--- src/rtl/msync_ctrl.sv ---
// rtl/msync_ctrl.sv - m-sequence epoch acquisition/verify/track controller with per-period bit decode
// Optional build macro LOCK_STATS_EN adds a saturating lock-loss counter output.
module msync_ctrl #(
    parameter int SEQ_LEN    = 31,
    parameter int THRESH_HI  = 56,
    parameter int THRESH_LO  = 6,
    parameter int VERIFY_CNT = 3,
    parameter int MISS_MAX   = 2
) (
    input  logic       clk,
    input  logic       rst,
    input  logic       sync_clr,
    input  logic [7:0] corr,
`ifdef LOCK_STATS_EN
    output logic [7:0] lock_loss_cnt,
`endif
    output logic       bit_out,
    output logic       bit_valid,
    output logic       epoch,
    output logic       locked,
    output logic [1:0] state
);

    localparam int CW = $clog2(SEQ_LEN);
    localparam int HW = $clog2(VERIFY_CNT + 1);
    localparam int MW = $clog2(MISS_MAX + 1);

    localparam logic [1:0] ST_SEARCH = 2'd0;
    localparam logic [1:0] ST_VERIFY = 2'd1;
    localparam logic [1:0] ST_LOCKED = 2'd2;

    localparam logic [7:0]    TH_HI     = 8'(THRESH_HI);
    localparam logic [7:0]    TH_LO     = 8'(THRESH_LO);
    localparam logic [CW-1:0] CHIP_LAST = CW'(SEQ_LEN - 1);
    localparam logic [HW-1:0] HIT_LAST  = HW'(VERIFY_CNT - 1);
    localparam logic [MW-1:0] MISS_LAST = MW'(MISS_MAX - 1);

    logic [1:0]    state_q, state_d;
    logic [CW-1:0] chip_q, chip_d;
    logic [HW-1:0] hit_q, hit_d;
    logic [MW-1:0] miss_q, miss_d;
    logic          bit_out_q, bit_out_d;
    logic          bit_valid_q, bit_valid_d;
    logic          locked_q, locked_d;

    logic peak1, peak0, is_peak, is_epoch;

    assign peak1    = (corr >= TH_HI);
    assign peak0    = (corr <= TH_LO);
    assign is_peak  = peak1 | peak0;
    assign is_epoch = (chip_q == CHIP_LAST);

    always_comb begin
        state_d     = state_q;
        chip_d      = chip_q;
        hit_d       = hit_q;
        miss_d      = miss_q;
        bit_out_d   = bit_out_q;
        bit_valid_d = 1'b0;
        locked_d    = locked_q;

        if (sync_clr) begin
            state_d   = ST_SEARCH;
            chip_d    = '0;
            hit_d     = '0;
            miss_d    = '0;
            bit_out_d = 1'b0;
            locked_d  = 1'b0;
        end else begin
            case (state_q)
                ST_SEARCH: begin
                    // Any cycle may be the epoch; the first detection counts as one verify hit.
                    if (is_peak) begin
                        chip_d = '0;
                        hit_d  = HW'(1);
                        miss_d = '0;
                        if (VERIFY_CNT == 1) begin
                            state_d  = ST_LOCKED;
                            locked_d = 1'b1;
                        end else begin
                            state_d = ST_VERIFY;
                        end
                    end
                end
                ST_VERIFY: begin
                    chip_d = is_epoch ? '0 : chip_q + 1'b1;
                    if (is_epoch) begin
                        if (is_peak) begin
                            hit_d = hit_q + 1'b1;
                            if (hit_q == HIT_LAST) begin
                                state_d  = ST_LOCKED;
                                locked_d = 1'b1;
                                miss_d   = '0;
                            end
                        end else begin
                            state_d = ST_SEARCH;
                            chip_d  = '0;
                            hit_d   = '0;
                            miss_d  = '0;
                        end
                    end
                end
                ST_LOCKED: begin
                    chip_d = is_epoch ? '0 : chip_q + 1'b1;
                    if (is_epoch) begin
                        if (is_peak) begin
                            bit_out_d   = peak1;
                            bit_valid_d = 1'b1;
                            miss_d      = '0;
                        end else if (miss_q == MISS_LAST) begin
                            state_d  = ST_SEARCH;
                            locked_d = 1'b0;
                            chip_d   = '0;
                            hit_d    = '0;
                            miss_d   = '0;
                        end else begin
                            miss_d = miss_q + 1'b1;
                        end
                    end
                end
                default: begin
                    state_d  = ST_SEARCH;
                    chip_d   = '0;
                    hit_d    = '0;
                    miss_d   = '0;
                    locked_d = 1'b0;
                end
            endcase
        end
    end

    always_ff @(posedge clk) begin
        if (rst) begin
            state_q     <= ST_SEARCH;
            chip_q      <= '0;
            hit_q       <= '0;
            miss_q      <= '0;
            bit_out_q   <= 1'b0;
            bit_valid_q <= 1'b0;
            locked_q    <= 1'b0;
        end else begin
            state_q     <= state_d;
            chip_q      <= chip_d;
            hit_q       <= hit_d;
            miss_q      <= miss_d;
            bit_out_q   <= bit_out_d;
            bit_valid_q <= bit_valid_d;
            locked_q    <= locked_d;
        end
    end

`ifdef LOCK_STATS_EN
    logic [7:0] loss_q;
    logic       loss_evt;

    // Only miss-driven drops count; sync_clr restarts are deliberate and leave the tally alone.
    assign loss_evt = (state_q == ST_LOCKED) && (state_d == ST_SEARCH) && !sync_clr;

    always_ff @(posedge clk) begin
        if (rst) begin
            loss_q <= '0;
        end else if (loss_evt && (loss_q != 8'hFF)) begin
            loss_q <= loss_q + 1'b1;
        end
    end

    assign lock_loss_cnt = loss_q;
`endif

    assign bit_out   = bit_out_q;
    assign bit_valid = bit_valid_q;
    assign locked    = locked_q;
    assign state     = state_q;
    assign epoch     = (state_q != ST_SEARCH) && is_epoch;

endmodule

--- config.mk ---
export PLATFORM = sky130hd
export DESIGN_NAME = msync_ctrl
export DESIGN_NICKNAME = d
export VERILOG_FILES = /design/src/rtl/msync_ctrl.sv
export SDC_FILE = /design/constraint.sdc
export NUM_CORES = 1
export LEC_CHECK = 0
export BUFFER_PORTS_ARGS = -buffer_cell sky130_fd_sc_hd__clkbuf_2
export CAP_MARGIN = 20
export CORE_MARGIN = 10
export CORE_UTILIZATION = 50
export CTS_CLUSTER_DIAMETER = 30
export CTS_CLUSTER_SIZE = 40
export DETAILED_ROUTE_END_ITERATION = 7
export PLACE_DENSITY = 0.74
export SLEW_MARGIN = 30
export SYNTH_ARGS = -nofsm -noshare
export SYNTH_HDL_FRONTEND = slang
export SYNTH_SLANG_ARGS = --single-unit
--- constraint.sdc ---
create_clock -name clk -period 2.2 [get_ports clk]
set_input_delay 0.44 -clock clk [delete_from_list [all_inputs] [get_ports clk]]
set_output_delay 0.44 -clock clk [all_outputs]
set_load 0.02 [all_outputs]
==> results_dict.tcl, run 1 <==
set metrics [dict create \
    outcome "completed" \
    min-delay-path-class "in2reg" \
    grt_max_degree 8 \
    cts.sinks 14 \
    startpoint "chip_q[0]" \
    wirelength_um 1570 \
    synth_cell_type_count 34 \
    yosysMostFrequentCell "dfxtp_1" \
    period_share 0.877 \
    rsz0062_at_grt "false" \
    nNetsFinal 125 \
    cts_tree "yes" \
    clock_latency_ns 0.28 \
    yosys_register_bits 14 \
    max_clock_freq_mhz 518 \
    finalSetupViolations 0 \
    grt_pass1_wl_um 2500 \
    clkTransAtPathRegs_ns 0.08 \
    ioPinCount 17 \
    min_from "rst" \
    firstDrtPassIters 4 \
    synth_commonest_cells "14 x dfxtp_1, 11 x nor2_1, 7 x inv_1" \
    combPwrFrac 0.333 \
    ant_nets 0 \
    ys_seq_area_frac 0.353 \
    fin_skew_ns 0.00403 \
    yosysWarnings 0 \
    ctsHoldBuffers 0 \
    tns_ns 0 \
    fin_area_um2 926 \
    clk_path_buf_depth 2 \
    synth_edf_count 0 \
    gp_congestion 0.789 \
    critical_path.endpoint_type "flop" \
    p_switching_w 0.000213 \
    grt_overflow 0 \
    placed_area_um2 903 \
    r2r-start "chip_q[0]" \
    setup_ws_ns 0.270 \
    clock-root-buffer "clkbuf_4" \
    post-cts-setup-buffers 0 \
    grt_pass1_vias 597 \
    grt.total_usage 0.0916 \
    area_growth_pct 16.7 \
    fp.dieH_um 59.8 \
    htree_num_levels 1 \
    crit_fanout 5 \
    drc 0 \
    die_width_um 59.8 \
    fillers 133 \
    post_cts_resized 0 \
    swShare 0.339 \
    wire_per_inst_um 12.8 \
    crit_required_ns 2.40 \
    dieArea_mm2 0.00358 \
    clkPwrFrac 0.232 \
    relSlewSlack 0.697 \
    synthCells 87 \
    portBuffers 16 \
    start_kind "flop" \
    start_util 0.527 \
    synth_top_area_frac 0.353 \
    synth_area_um2 793 \
    viasPerCell 5.50 \
    syn_nets 104 \
    worstSetupPathType "reg2reg" \
    seq_power_share 0.434 \
    num_rows 14 \
    synthArstFlopShare 0 \
    via_count 671 \
    peakVddDrop_v 0.000498 \
    cap_viol_max_count 0 \
    place_ws_ns 0.224 \
    final_core_util 0.615 \
    n_antenna_cell 0 \
    drt_iter0_markers 15 \
    syn-mean-instance-area_um2 9.12 \
    antenna_found_initial 0 \
    internal_power_w 0.000416 \
    synth_ff_type "dfxtp_1" \
    crit_arrival_ns 2.13 \
    synth_top_area_cell "dfxtp_1" \
    synth.area.top_cells "dfxtp_1 35%, ha_1 9.5%, nor2_1 5.2%, a311oi_4 3.3%, inv_1 3.3%" \
    hold_viol_final 0 \
    report.final.slew_viol_count 0 \
    p_leak_nw 0.384 \
    power.density_mw_per_mm2 680 \
    cts_buffers 3 \
    coreArea_mm2 0.00151 \
    tightest_slew_ns 0.455 \
    period_minus_slack_ns 1.93 \
    drive_gt1_frac 0.283 \
    dpl.hpwl_um 1250 \
]
cell families (layout without fill, tap and decap cells):
kind of cell,Yosys count,after routing,synth area share
AO/OA/AOI/OAI,21,21,0.244
adder cells (fa/ha/maj),6,6,0.0946
XOR/XNOR,4,4,0.0442
AND/OR/NAND/NOR,30,30,0.189
buffers and inverters,10,29,0.0489
multiplexers,2,2,0.0252
flip-flops,14,14,0.353
final cells by class:
class / instances / area (um2) / share of cell area
clock buffers: 3 / 22.5 / 0.0243
inverters: 7 / 26.3 / 0.0284
multi-input cells: 63 / 474 / 0.512
flip-flops and latches: 14 / 280 / 0.303
well taps: 16 / 20.0 / 0.0216
repair buffers: 19 / 103 / 0.111
final timing paths:
| path | to | slack, ns | cells after the start |
|---|---|---|---|
| min reg2reg | miss_q[1] | 0.49 | 1 |
| max reg2reg | chip_q[1] | 0.27 | 8 |
| max | chip_q[1] | 0.27 | 8 |
| min | hit_q[0] | 0.46 | 4 |
routing by layer:
layer | global-route usage | share of wire | up-vias
met1 | 0.105 | 0.43 | 297
met2 | 0.125 | 0.41 | 18
met4 | 0.0577 | 0.027 | 0
met5 | 0 | 0 | -
li1 | - | - | 352
met3 | 0.0551 | 0.12 | 4
cell usage in the layout, fill, tap and decap left out, types with 2 or more instances in the layout:
cell	Yosys	final
dfxtp_1	14	14
nand4_1	2	2
o211ai_1	2	2
inv_1	7	7
mux2i_1	2	2
clkbuf_2	0	16
a21oi_1	4	4
nor3_1	3	3
xor2_1	3	3
o21ai_0	2	2
clkbuf_4	0	3
buf_4	0	3
nand2_1	4	4
nor2_1	11	11
nor2b_1	2	2
ha_1	6	6
a211oi_1	2	2
and3_1	2	2
a211oi_2	2	2
critical path, cell delays in order (launching register included):
cell      delay [ns]
dfxtp_1         0.37
inv_1           0.08
ha_1            0.19
and4_1          0.22
a21oi_1         0.38
and2_1          0.19
o21ai_0         0.08
buf_4           0.17
a211oi_1        0.18
state kept, by name (all words and copies together), names as in the netlist:
register,count
bit_valid,1
chip_q,5
miss_q,2
locked,1
bit_out,1
hit_q,2
state,2
per-stage QoR:
stage	std cells	hold WS, ns	power (W)
after floorplan	87	0.453	0.000443
after global placement	119	0.468	0.000489
after detailed placement	119	0.480	0.000491
after CTS	122	0.456	0.000635
after global routing	122	0.479	0.000671
final	122	0.462	0.000630
power by group through the flow:
stage          Combinational, W  Sequential (W)  Clock (W)
4_1_cts                0.000211        0.000274   0.000150
2_1_floorplan          0.000156        0.000287          0
3_3_place_gp           0.000210        0.000280          0
3_5_place_dp           0.000211        0.000280          0
5_1_grt                0.000232        0.000276   0.000163
6_report               0.000210        0.000274   0.000146
Power figures use the tool's default switching activity.
==> run 2, diff against run 1 <==
--- a/config.mk
+++ b/config.mk
@@ -5,7 +5,7 @@
 export SDC_FILE = /design/constraint.sdc
 export NUM_CORES = 1
 export LEC_CHECK = 0
-export BUFFER_PORTS_ARGS = -buffer_cell sky130_fd_sc_hd__clkbuf_2
+export BUFFER_PORTS_ARGS = -buffer_cell sky130_fd_sc_hd__buf_2
 export CAP_MARGIN = 20
 export CORE_MARGIN = 10
 export CORE_UTILIZATION = 50
==> results_dict.tcl, run 2 (synthesis gave the netlist of run 1 again) <==
set metrics [dict create \
    die_width_um 59.8 \
    max_clock_freq_mhz 532 \
    cp_slowest_stage_delay_ns 0.36 \
    p_leak_nw 0.400 \
    outcome "completed" \
    r2r_cells 8 \
    crit_arrival_ns 1.44 \
    nNetsFinal 126 \
    grt_pass1_vias 629 \
    holdWs_ns 0.482 \
    clkTransAtPathRegs_ns 0.09 \
    wirelength_um 1670 \
    clk_path_buf_depth 2 \
    finalSetupViolations 0 \
    portBuffers 16 \
    firstDrtPassIters 4 \
    worstSetupPathType "reg2out" \
    report.final.slew_viol_count 0 \
    dpl.hpwl_um 1340 \
    clock-root-buffer "clkbuf_4" \
    tns_ns 0 \
    cp.buffers_inverters 2 \
    grt_max_degree 9 \
    grt.total_usage 0.0976 \
    drc 0 \
    final_cell_mix "16 x buf_2, 14 x dfxtp_1, 11 x nor2_1" \
    start_kind "flop" \
    period_minus_slack_ns 1.88 \
    cap_viol_max_count 0 \
    num_rows 14 \
    grt_pass1_wl_um 2700 \
    crit_chain "inv_1 > ha_1 > and4_1 > nor2b_1 > buf_2" \
    cp_slowest_cell "dfxtp_1" \
    cts_tree "yes" \
    peakVddDrop_v 0.000415 \
    largest_reg_flops 5 \
    area_growth_pct 19.4 \
    final_common_cell "buf_2" \
    seq_power_share 0.398 \
    dieArea_mm2 0.00358 \
    clock_latency_ns 0.30 \
    final_core_util 0.629 \
    post_cts_resized 0 \
    power.density_mw_per_mm2 727 \
    reg2reg_to "state[0]" \
    clkPwrFrac 0.278 \
    gp_congestion 0.790 \
    cts.sinks 14 \
    drt_iter0_markers 26 \
    seq_area_um2 280 \
    grt_overflow 0 \
    regMostFlops "chip_q" \
    fin_skew_ns 0.00665 \
    swShare 0.329 \
    ant_nets 0 \
    rsz0062_at_grt "false" \
    r2r-start "state[1]" \
    coreArea_mm2 0.00151 \
    post-cts-setup-buffers 0 \
    tightest_slew_ns 0.376 \
    viasPerCell 5.59 \
    internal_power_w 0.000462 \
    combPwrFrac 0.324 \
    min-delay-path-class "in2reg" \
    critical_path.endpoint_type "output pin" \
    wire_per_inst_um 13.4 \
    start_util 0.527 \
    crit_fanout 3 \
    drive_gt1_frac 0.296 \
    cts_buffers 3 \
    r2r_slack_ns 0.34 \
    period_share 0.855 \
    fp.dieH_um 59.8 \
    critPathTopFamily "flip-flops" \
    antenna_found_initial 0 \
    hold_viol_final 0 \
    ioPinCount 17 \
    min_from "rst" \
    relSlewSlack 0.749 \
    via_count 693 \
    hold_depth 4 \
    crit_required_ns 1.76 \
    fillers 134 \
    hold-path-endpoint "hit_q[0]" \
    htree_num_levels 1 \
    multi_input_area_um2 474 \
    n_antenna_cell 0 \
    ctsHoldBuffers 0 \
    p_switching_w 0.000226 \
]
-- run 2: metal layers --
metal	global-route usage	vias to the layer above	wire (um)
met4	0.0481	0	34
li1	-	351	-
met2	0.135	24	697
met3	0.0530	6	188
met1	0.118	312	745
met5	0	-	0
-- run 2: how the worst max path moves through the flow --
stage / startpoint / end / slack, ns / cells after the start
final: chip_q[0] / epoch / 0.32 / 5
after global routing: state[1] / state[0] / 0.15 / 8
after CTS: chip_q[0] / epoch / 0.31 / 5
after detailed placement: corr[3] / state[0] / 0.12 / 6
after global placement: corr[3] / state[0] / 0.15 / 6
after floorplan: corr[3] / state[0] / 0.30 / 6
-- run 2: worst reg2reg max path, cell delays in order (launching register included) --
cell      delay [ns]
dfxtp_1         0.39
inv_1           0.08
ha_1            0.26
inv_1           0.12
a21oi_1         0.08
buf_4           0.15
a311oi_4        0.36
a211oi_1        0.13
a41o_1          0.21
-- run 2: cell type report --
type	count	area share
Tap cell	16	0.0211
Sequential cell	14	0.296
Clock buffer	4	0.0383
Inverter	7	0.0277
Multi-Input combinational cell	63	0.501
Timing Repair Buffer	20	0.116
-- run 2: power groups by stage --
| stage | clock (W) | sequential [W] | combinational [W] |
|---|---|---|---|
| 2_1_floorplan | 0 | 0.000287 | 0.000156 |
| 3_3_place_gp | 0 | 0.000279 | 0.000222 |
| 3_5_place_dp | 0 | 0.000280 | 0.000222 |
| 4_1_cts | 0.000196 | 0.000274 | 0.000223 |
| 5_1_grt | 0.000209 | 0.000276 | 0.000244 |
| 6_report | 0.000191 | 0.000274 | 0.000223 |
-- run 2: metrics by stage --
stage | setup WS (ns) | std cells | area (um2) | power (W)
floorplan | 0.298 | 87 | 793 | 0.000443
global placement | 0.151 | 120 | 911 | 0.000501
detailed placement | 0.115 | 120 | 911 | 0.000503
CTS | 0.312 | 124 | 947 | 0.000694
global route | 0.148 | 124 | 947 | 0.000729
finish | 0.319 | 124 | 947 | 0.000689
==> run 3, diff against run 2 <==
--- a/config.mk
+++ b/config.mk
@@ -8,11 +8,10 @@
 export BUFFER_PORTS_ARGS = -buffer_cell sky130_fd_sc_hd__buf_2
 export CAP_MARGIN = 20
 export CORE_MARGIN = 10
-export CORE_UTILIZATION = 50
+export CORE_UTILIZATION = 40
 export CTS_CLUSTER_DIAMETER = 30
 export CTS_CLUSTER_SIZE = 40
 export DETAILED_ROUTE_END_ITERATION = 7
-export PLACE_DENSITY = 0.74
 export SLEW_MARGIN = 30
 export SYNTH_ARGS = -nofsm -noshare
 export SYNTH_HDL_FRONTEND = slang
==> constraint.sdc (replaced) <==
create_clock -name clk -period 1.6 [get_ports clk]
set_input_delay 0.32 -clock clk [delete_from_list [all_inputs] [get_ports clk]]
set_output_delay 0.32 -clock clk [all_outputs]
set_load 0.02 [all_outputs]
==> results_dict.tcl, run 3 (synthesis gave the netlist of run 1 again) <==
set metrics [dict create \
    outcome "finished, violations left" \
    violations "setup timing" \
    seq_power_share 0.363 \
    drc 0 \
    dieArea_mm2 0.00416 \
    grt_pass1_wl_um 3540 \
    r2r-start "state[0]" \
    relSlewSlack 0.759 \
    r2r_cells 6 \
    grt_pass1_vias 813 \
    wire_per_inst_um 13.1 \
    finalSetupViolations 3 \
    cts_tree "yes" \
    die_width_um 64.5 \
    cap_viol_max_count 0 \
    min_from "rst" \
    firstDrtPassIters 4 \
    ctsHoldBuffers 0 \
    swShare 0.331 \
    grt.total_usage 0.101 \
    drt_iter0_markers 14 \
    final_common_cell "buf_4" \
    fin_skew_ns 0.00496 \
    p_leak_nw 0.498 \
    period_share 1.03 \
    critical_path.endpoint_type "flop" \
    period_minus_slack_ns 1.64 \
    max_clock_freq_mhz 608 \
    worstSetupPathType "in2reg" \
    viasPerCell 5.01 \
    internal_power_w 0.000702 \
    ant_nets 0 \
    clkPwrFrac 0.247 \
    min-delay-path-class "in2reg" \
    clk_path_buf_depth 2 \
    power.density_mw_per_mm2 888 \
    setup_ws_ns -0.0436 \
    antenna_found_initial 0 \
    coreArea_mm2 0.00192 \
    final_core_util 0.615 \
    clkTransAtPathRegs_ns 0.09 \
    largest_reg_flops 5 \
    fin_area_mm2 0.00118 \
    hold_viol_final 0 \
    combPwrFrac 0.390 \
    start_kind "input pin" \
    reg2reg_to "state[0]" \
    num_rows 16 \
    place_ws_ns -0.320 \
    wirelength_um 2020 \
    grt_overflow 0 \
    cts.sinks 14 \
    cts_buffers 3 \
    hold_depth 4 \
    portBuffers 16 \
    hold-path-endpoint "hit_q[0]" \
    nNetsFinal 145 \
    area_growth_pct 48.9 \
    holdWs_ns 0.365 \
    final_cell_mix "23 x buf_4, 14 x buf_2, 11 x nor2_1" \
    rsz0062_at_grt "true" \
    start_util 0.413 \
    crit_required_ns 1.78 \
    htree_num_levels 1 \
    dpl.hpwl_um 1630 \
    drive_gt1_frac 0.528 \
    fp.dieH_um 64.5 \
    report.final.slew_viol_count 0 \
    via_count 772 \
    crit_fanout 5 \
    regMostFlops "chip_q" \
    clock-root-buffer "clkbuf_4" \
    tightest_slew_ns 0.361 \
    grt_max_degree 9 \
    r2r_slack_ns -0.01 \
    placed_area_mm2 0.00106 \
    n_antenna_cell 0 \
    ioPinCount 17 \
    gp_congestion 0.808 \
    p_switching_w 0.000347 \
    clock_latency_ns 0.28 \
    peakVddDrop_v 0.000742 \
    crit_arrival_ns 1.82 \
]
run 3: cell types whose count changed in the layout (fill, tap and decap cells not counted), moves of 2 or more:
cell,previous run,this run
buf_6,0,2
ha_1,6,3
buf_2,16,14
inv_1,7,4
dfxtp_2,0,4
inv_2,0,3
ha_2,0,2
buf_4,4,23
dfxtp_1,14,10
a21oi_1,4,2
run 3: repair_timing:
item | in CTS | in global routing
pin swaps | 4 | 4
setup buffers | 2 | 0
gates cloned | 0 | 0
gates resized for setup | 12 | 8
setup endpoints to repair | 11 | 10
endpoints found under the hold margin | 0 | 0
run 3: cell type report:
class                      count  area (um2)
timing repair buffer          39         265
sequential                    14         285
tap                           27        33.8
inverter                       7        26.3
multi-input combinational     63         534
fill                         182         741
clock buffer                   4        36.3
run 3: through the flow:
step                setup TNS [ns]  instances  power (W)
global placement             -2.53        148   0.000758
floorplan                   -0.874         87   0.000615
finish                     -0.0521        154    0.00105
global route                -0.255        154    0.00112
detailed placement           -2.76        148   0.000764
CTS                        -0.0682        154    0.00104
run 3: how the worst max path moves through the flow:
| stage | end | startpoint | cells after the start | slack [ns] |
|---|---|---|---|---|
| finish | state[0] | corr[4] | 6 | -0.04 |
| global route | epoch | chip_q[0] | 5 | -0.08 |
| CTS | epoch | chip_q[0] | 5 | -0.04 |
| detailed placement | state[0] | corr[3] | 6 | -0.32 |
| global placement | state[0] | corr[3] | 6 | -0.28 |
| floorplan | state[0] | corr[3] | 6 | -0.18 |
run 3: critical path, cell delays in order:
cell      delay, ns
buf_2          0.11
or3_4          0.39
o211a_4        0.26
a311oi_4       0.38
a211oi_1       0.13
a41o_1         0.22
run 3: routing by layer:
metal / vias up / track usage / wire length [um]
li1: 390 / - / -
met1: 360 / 0.116 / 917
met2: 18 / 0.159 / 905
met3: 4 / 0.0481 / 177
met4: 0 / 0.0374 / 21
met5: - / 0 / 0
run 3: power by group through the flow:
stage | registers (W) | logic, W | clock network, W
after floorplan | 0.000397 | 0.000218 | 0
final | 0.000381 | 0.000409 | 0.000259
after global routing | 0.000383 | 0.000449 | 0.000286
after CTS | 0.000381 | 0.000396 | 0.000268
after detailed placement | 0.000387 | 0.000377 | 0
after global placement | 0.000387 | 0.000371 | 0
